===== config.mk =====
export PLATFORM = sky130hd
export DESIGN_NAME = pipeline_hazard_ctrl
export DESIGN_NICKNAME = d
export VERILOG_FILES = /design/src/rtl/core_pkg.sv /design/src/rtl/fwd_unit.sv /design/src/rtl/pipeline_hazard_ctrl.sv
export SDC_FILE = /design/constraint.sdc
export NUM_CORES = 1
export LEC_CHECK = 0
export CELL_PAD_IN_SITES_DETAIL_PLACEMENT = 0
export CELL_PAD_IN_SITES_GLOBAL_PLACEMENT = 1
export CORE_MARGIN = 4
export CORE_UTILIZATION = 25
export DETAILED_ROUTE_END_ITERATION = 16
export PLACE_DENSITY = 0.76
export SYNTH_ARGS = -nofsm -noshare
export SYNTH_HDL_FRONTEND = slang
export SYNTH_HIERARCHICAL = 1
export SYNTH_SLANG_ARGS = --single-unit

===== constraint.sdc =====
create_clock -name clk -period 2.5 [get_ports clk]
set_input_delay 0.625 -clock clk [delete_from_list [all_inputs] [get_ports clk]]
set_output_delay 0.625 -clock clk [all_outputs]
set_load 0.02 [all_outputs]

===== src/rtl/core_pkg.sv =====
// Shared core types used by the hazard controller: forwarding selects and
// the hazard FSM state encoding.
package core_pkg;
  localparam int CORE_REG_AW = 5;

  typedef enum logic [1:0] {
    FWD_RF  = 2'b00,
    FWD_WB  = 2'b01,
    FWD_MEM = 2'b10
  } fwd_sel_e;

  typedef enum logic {
    HZ_RUN,
    HZ_MEM_WAIT
  } hz_state_e;
endpackage


===== src/rtl/fwd_unit.sv =====
// Per-operand EX forwarding select: EX/MEM result beats MEM/WB result,
// and x0 is never forwarded.
module fwd_unit
  import core_pkg::*;
#(
  parameter int AW = CORE_REG_AW
) (
  input  logic [AW-1:0] ex_rs_addr_i,
  input  logic [AW-1:0] mem_rd_addr_i,
  input  logic          mem_RegWrite_i,
  input  logic [AW-1:0] wb_rd_addr_i,
  input  logic          wb_RegWrite_i,
  output fwd_sel_e      sel_o
);
  always_comb begin
    sel_o = FWD_RF;
    if (mem_RegWrite_i && (mem_rd_addr_i != '0) && (mem_rd_addr_i == ex_rs_addr_i))
      sel_o = FWD_MEM;
    else if (wb_RegWrite_i && (wb_rd_addr_i != '0) && (wb_rd_addr_i == ex_rs_addr_i))
      sel_o = FWD_WB;
  end
endmodule


===== src/rtl/pipeline_hazard_ctrl.sv =====
// Stall/flush/forwarding controller for the 5-stage core.
// Optional perf counters (stall_cnt_o, flush_cnt_o) when HAZ_PERF_CNT_EN is defined.
module pipeline_hazard_ctrl
  import core_pkg::*;
#(
  parameter int REG_ADDR_WIDTH = CORE_REG_AW,
  parameter int MEM_TIMEOUT    = 255
`ifdef HAZ_PERF_CNT_EN
  ,parameter int CNT_WIDTH     = 32
`endif
) (
  input  logic                      clk,
  input  logic                      rst_n,
  input  logic [REG_ADDR_WIDTH-1:0] id_rs1_addr_i,
  input  logic [REG_ADDR_WIDTH-1:0] id_rs2_addr_i,
  input  logic                      id_use_rs1_i,
  input  logic                      id_use_rs2_i,
  input  logic [REG_ADDR_WIDTH-1:0] ex_rs1_addr_i,
  input  logic [REG_ADDR_WIDTH-1:0] ex_rs2_addr_i,
  input  logic [REG_ADDR_WIDTH-1:0] ex_rd_addr_i,
  input  logic                      ex_RegWrite_i,
  input  logic                      ex_MemRead_i,
  input  logic                      ex_redirect_i,
  input  logic [REG_ADDR_WIDTH-1:0] mem_rd_addr_i,
  input  logic                      mem_RegWrite_i,
  input  logic                      mem_dreq_i,
  input  logic                      mem_dready_i,
  input  logic [REG_ADDR_WIDTH-1:0] wb_rd_addr_i,
  input  logic                      wb_RegWrite_i,
  output logic                      pc_stall_o,
  output logic                      if_id_stall_o,
  output logic                      if_id_flush_o,
  output logic                      id_ex_stall_o,
  output logic                      id_ex_flush_o,
  output logic                      ex_mem_stall_o,
  output logic                      mem_wb_flush_o,
  output logic [1:0]                fwd_a_sel_o,
  output logic [1:0]                fwd_b_sel_o,
`ifdef HAZ_PERF_CNT_EN
  output logic [CNT_WIDTH-1:0]      stall_cnt_o,
  output logic [CNT_WIDTH-1:0]      flush_cnt_o,
`endif
  output logic                      mem_timeout_o
);
  localparam int AW  = REG_ADDR_WIDTH;
  localparam int WCW = (MEM_TIMEOUT > 1) ? $clog2(MEM_TIMEOUT + 1) : 1;
  localparam bit TO_EN = (MEM_TIMEOUT != 0);

  hz_state_e      state_q, state_d;
  logic [WCW-1:0] wait_cnt_q, wait_cnt_d;
  logic           timeout_q, timeout_d;

  logic mem_wait, load_use, ex_rd_ex_ok;
  logic pc_stall, if_id_stall, if_id_flush, id_ex_stall, id_ex_flush, ex_mem_stall, mem_wb_flush;

  // Operand forwarding, A = index 0, B = index 1
  logic [1:0][AW-1:0] ex_rs;
  fwd_sel_e [1:0]     fwd_sel;

  assign ex_rs[0] = ex_rs1_addr_i;
  assign ex_rs[1] = ex_rs2_addr_i;

  for (genvar gi = 0; gi < 2; gi++) begin : g_fwd
    fwd_unit #(.AW(AW)) u_fwd (
      .ex_rs_addr_i   (ex_rs[gi]),
      .mem_rd_addr_i  (mem_rd_addr_i),
      .mem_RegWrite_i (mem_RegWrite_i),
      .wb_rd_addr_i   (wb_rd_addr_i),
      .wb_RegWrite_i  (wb_RegWrite_i),
      .sel_o          (fwd_sel[gi])
    );
  end

  // Stall is 0-cycle: a request not ready this cycle already freezes the pipe
  assign mem_wait    = ((state_q == HZ_MEM_WAIT) || mem_dreq_i) && !mem_dready_i;
  assign ex_rd_ex_ok = ex_MemRead_i && (ex_rd_addr_i != '0);
  assign load_use    = ex_rd_ex_ok &&
                       ((id_use_rs1_i && (id_rs1_addr_i == ex_rd_addr_i)) ||
                        (id_use_rs2_i && (id_rs2_addr_i == ex_rd_addr_i)));

  always_comb begin
    pc_stall     = 1'b0;
    if_id_stall  = 1'b0;
    if_id_flush  = 1'b0;
    id_ex_stall  = 1'b0;
    id_ex_flush  = 1'b0;
    ex_mem_stall = 1'b0;
    mem_wb_flush = 1'b0;
    if (mem_wait) begin
      pc_stall     = 1'b1;
      if_id_stall  = 1'b1;
      id_ex_stall  = 1'b1;
      ex_mem_stall = 1'b1;
      mem_wb_flush = 1'b1;
    end else if (ex_redirect_i) begin
      if_id_flush  = 1'b1;
      id_ex_flush  = 1'b1;
    end else if (load_use) begin
      pc_stall     = 1'b1;
      if_id_stall  = 1'b1;
      id_ex_flush  = 1'b1;
    end
  end

  assign pc_stall_o     = rst_n & pc_stall;
  assign if_id_stall_o  = rst_n & if_id_stall;
  assign if_id_flush_o  = rst_n & if_id_flush;
  assign id_ex_stall_o  = rst_n & id_ex_stall;
  assign id_ex_flush_o  = rst_n & id_ex_flush;
  assign ex_mem_stall_o = rst_n & ex_mem_stall;
  assign mem_wb_flush_o = rst_n & mem_wb_flush;
  assign fwd_a_sel_o    = rst_n ? fwd_sel[0] : FWD_RF;
  assign fwd_b_sel_o    = rst_n ? fwd_sel[1] : FWD_RF;
  assign mem_timeout_o  = timeout_q;

  always_comb begin
    state_d    = state_q;
    wait_cnt_d = '0;
    timeout_d  = timeout_q;
    case (state_q)
      HZ_RUN: begin
        if (mem_dreq_i && !mem_dready_i) state_d = HZ_MEM_WAIT;
      end
      HZ_MEM_WAIT: begin
        if (mem_dready_i) begin
          state_d = HZ_RUN;
        end else begin
          wait_cnt_d = (wait_cnt_q == '1) ? wait_cnt_q : wait_cnt_q + 1'b1;
          if (TO_EN && (wait_cnt_q == WCW'(MEM_TIMEOUT - 1))) timeout_d = 1'b1;
        end
      end
      default: state_d = HZ_RUN;
    endcase
  end

  always_ff @(posedge clk or negedge rst_n) begin
    if (!rst_n) begin
      state_q    <= HZ_RUN;
      wait_cnt_q <= '0;
      timeout_q  <= 1'b0;
    end else begin
      state_q    <= state_d;
      wait_cnt_q <= wait_cnt_d;
      timeout_q  <= timeout_d;
    end
  end

`ifdef HAZ_PERF_CNT_EN
  logic [CNT_WIDTH-1:0] stall_cnt_q, stall_cnt_d, flush_cnt_q, flush_cnt_d;

  always_comb begin
    stall_cnt_d = stall_cnt_q + {{(CNT_WIDTH-1){1'b0}}, pc_stall_o};
    flush_cnt_d = flush_cnt_q + {{(CNT_WIDTH-1){1'b0}}, id_ex_flush_o};
  end

  always_ff @(posedge clk or negedge rst_n) begin
    if (!rst_n) begin
      stall_cnt_q <= '0;
      flush_cnt_q <= '0;
    end else begin
      stall_cnt_q <= stall_cnt_d;
      flush_cnt_q <= flush_cnt_d;
    end
  end

  assign stall_cnt_o = stall_cnt_q;
  assign flush_cnt_o = flush_cnt_q;
`endif
endmodule


==> impl_results.md <==
- Vias in the first global route: 1,135
- Routability Congestion: 0.8300
- CTS Buf Count: 3
- Wire per inst: 13.87 um
- Critical path buffers and inverters: 2
- Leakage: 0.7841 nW
- Ys Warns: 6
- Final Util: 45.65%
- CP max stage delay: 480 ps
- Synth top area cells: dfrtp_1 (25%), xor2_1 (14%), xnor2_1 (11%)
- Num rows: 22
- Hold-fix buffers, CTS: 0
- HP Start: wait_cnt_q[7]
- Root Driver: clkbuf_8
- Remaining routing DRC violations: 0
- Count leader, synth: xor2_1
- Die X: 71.63 um
- Boundary Pins: 58
- Post-synthesis xor/xnor area fraction: 25.09%
- RSZ-0062 raised after global routing: true
- Number of placed cells counting well taps: 227
- Hold WC Path Type: reg -> reg
- Antenna-violating nets left: 0
- WP data required: 1880 ps
- CP startpoint kind: primary input
- Vias per Instance: 4.870
- Largest family of logic cells by synthesized area: simple AND/OR/NAND/NOR gates
- Die area: 5131 um^2
- Synth Area per Inst: 8.578 um^2
- Worst R2R End: wait_cnt_q[7]
- Layout cell share with drive strength beyond 1: 34.43%
- Final Hold Fails: 0
- Critical path class: in -> out
- Cell Area, Synth: 1012 um^2
- Initial Utilization: 26.65%
- Filler Cells Inserted: 384
- Initial antenna violation count: 0
- I/O Buffers: 56
- Mux cell area share after synthesis: 0%
- Non-filler cells in the finished layout: 231
- Slew Limit Fails: 0
- Core area: 3799 um^2
- Post-synthesis simple-gate area fraction: 27.69%
- Kind of end point of the critical path: primary output
- Vias: 1,125
- Maxcap violations: 0
- Adder-cell area share of the yosys netlist: 2.472%
- Tmin final: 2460 ps
- Async SR Flop Fraction: 100.0%
- Worst Skew: 2.912 ps
- Max Clk Rate: 0.4066 GHz
- Most frequent cells after synthesis: xor2_1 (16), xnor2_1 (13), dfrtp_1 (10)
- Period utilization: 98.38%
- CP delay by family, top: buffers and inverters
- Die height: 71.63 um
- Drt pass-1 iters: 4
- Flop2flop setup slack: 1000 ps
- CP max FO: 2
- CTS tree: built
- Worst-Margin Slew: 289.8 ps
- Final WS setup: 40.39 ps
- Synth Area in Compound Gates: 15.45%
- Yosys reg bits: 10
- Synth area leader: dfrtp_1
- ANT cells: 0
- Top FF cell, synth: dfrtp_1
- CTS max path bufs: 2
- Clock transition at path regs: 50 ps
- Status: finished, final reports clean
- Routed wire length: 3203 um
- Sequential-to-total area share from yosys stat: 24.72%
- Worst hold endpoint: wait_cnt_q[7]
- Area growth, synth to finish: 71.32%
- DR iter-0 viols: 35
- Worst-path cell chain: clkdlybuf4s50_1, nand2_1, a211oi_2, nor3_2, and2_1, buf_4
- Pwr dens: 324.3 nW/um^2
- First-pass GRT wire length: 5147 um
- Hold-critical path depth: 1
- Share of the synthesized area in the top cell type: 24.72%
- Reg2reg path depth: 4
- Mapped Nets: 166
- CP Data Arrival Time: 1830 ps
- Worst skew pair latency: 230 ps
- Slew headroom: 80.44%
- Slowest CP cell: clkdlybuf4s50_1
- Pre-CTS setup slack: -888.7 ps
- Post-synth EDFFs: 0
- Post-route setup TNS: 0 ps
- Largest net degree at the start of global routing: 13
- GRT Total Usage: 12.55%
- TritonCTS Sinks: 10
- Maximum VDD drop: 0.0001715 V
- Final Setup Violations: 0
- GRT overflow: 0
- RR Startpoint: wait_cnt_q[0]
- Max H-tree Level: 1
- Cells after synthesis: 118
- Fin nets: 232
- Yosys cell types: 35
- Dpl hpwl: 2697 um
## report_power, final
part / internal [W] / total, W / switching, W / leakage, nW
Clock: 0.000138 / 0.000202 / 0.0000640 / 0.0288
Combinational: 0.000102 / 0.000193 / 0.0000916 / 0.618
Sequential: 0.000164 / 0.000167 / 0.00000219 / 0.138
## cell usage in the layout (no fill, tap or decap), types with 2 or more instances in the layout
cell type	instances
clkbuf_8	4
ha_1	2
a211oi_2	2
inv_1	4
o41ai_2	3
nor2_1	9
buf_4	18
clkbuf_2	6
clkdlybuf4s50_1	11
xnor2_1	12
nor4_2	4
nor2b_1	2
a21oi_1	2
clkdlybuf4s15_2	3
dlygate4sd2_1	11
xor2_1	14
dlymetal6s2s_1	2
nor3_2	3
nor3_1	4
xor2_2	2
dfrtp_1	10
o21ai_0	2
and2_1	5
nand3_1	7
nand2_1	5
clkdlybuf4s15_1	6
and3_1	2
nand4_1	2
buf_2	7
## through the flow
stage	instance area (um^2)	total power (W)	hold slack, ps
2_1_floorplan	1039	0.0002454	329.4
3_3_place_gp	1699	0.0003691	465.4
3_5_place_dp	1699	0.0003723	493.6
4_1_cts	1682	0.0005576	505.5
5_1_grt	1734	0.0005923	529.7
6_report	1734	0.0005624	501.9
## state kept, by name, summed over array words and instances, names as in the netlist
name,count
state_q,1
wait_cnt_q,8
mem_timeout_o,1
## cell families after synthesis
family,after synthesis
AND/OR/NAND/NOR,50
XOR/XNOR,29
AO/OA/AOI/OAI,18
flip-flops,10
buffers and inverters,9
adder cells (fa/ha/maj),2
## what timing repair did
action,in CTS,in global routing
setup buffers,0,0
pin swaps,22,11
cloned,0,0
endpoints found under the setup margin,11,9
gates resized for setup,112,34
## routing by layer
layer | track usage, % | share of wire [%] | vias to the layer above
li1 | - | - | 548
met1 | 13.99 | 40 | 508
met2 | 23.27 | 47 | 64
met3 | 3.927 | 12 | 5
met4 | 2.505 | 1.1 | 0
met5 | 0 | 0 | -
## worst max path at each step
| stage | start | to | depth (start not counted) |
|---|---|---|---|
| floorplan | ex_rd_addr_i[3] | pc_stall_o | 5 |
| global placement | ex_rd_addr_i[3] | pc_stall_o | 6 |
| detailed placement | ex_rd_addr_i[2] | pc_stall_o | 6 |
| CTS | id_rs1_addr_i[3] | pc_stall_o | 6 |
| global route | ex_rs2_addr_i[1] | fwd_b_sel_o[0] | 7 |
| finish | mem_RegWrite_i | fwd_a_sel_o[0] | 6 |
## area by class of cell
type	instances	area, um^2	share of cell area [%]
multi-input combinational	99	813.3	46.90
timing repair buffer	65	536.8	30.95
inverter	5	18.77	1.082
sequential	10	250.2	14.43
tap	48	60.06	3.463
clock buffer	4	55.05	3.175
No activity file was read; power rests on OpenSTA's default activity.
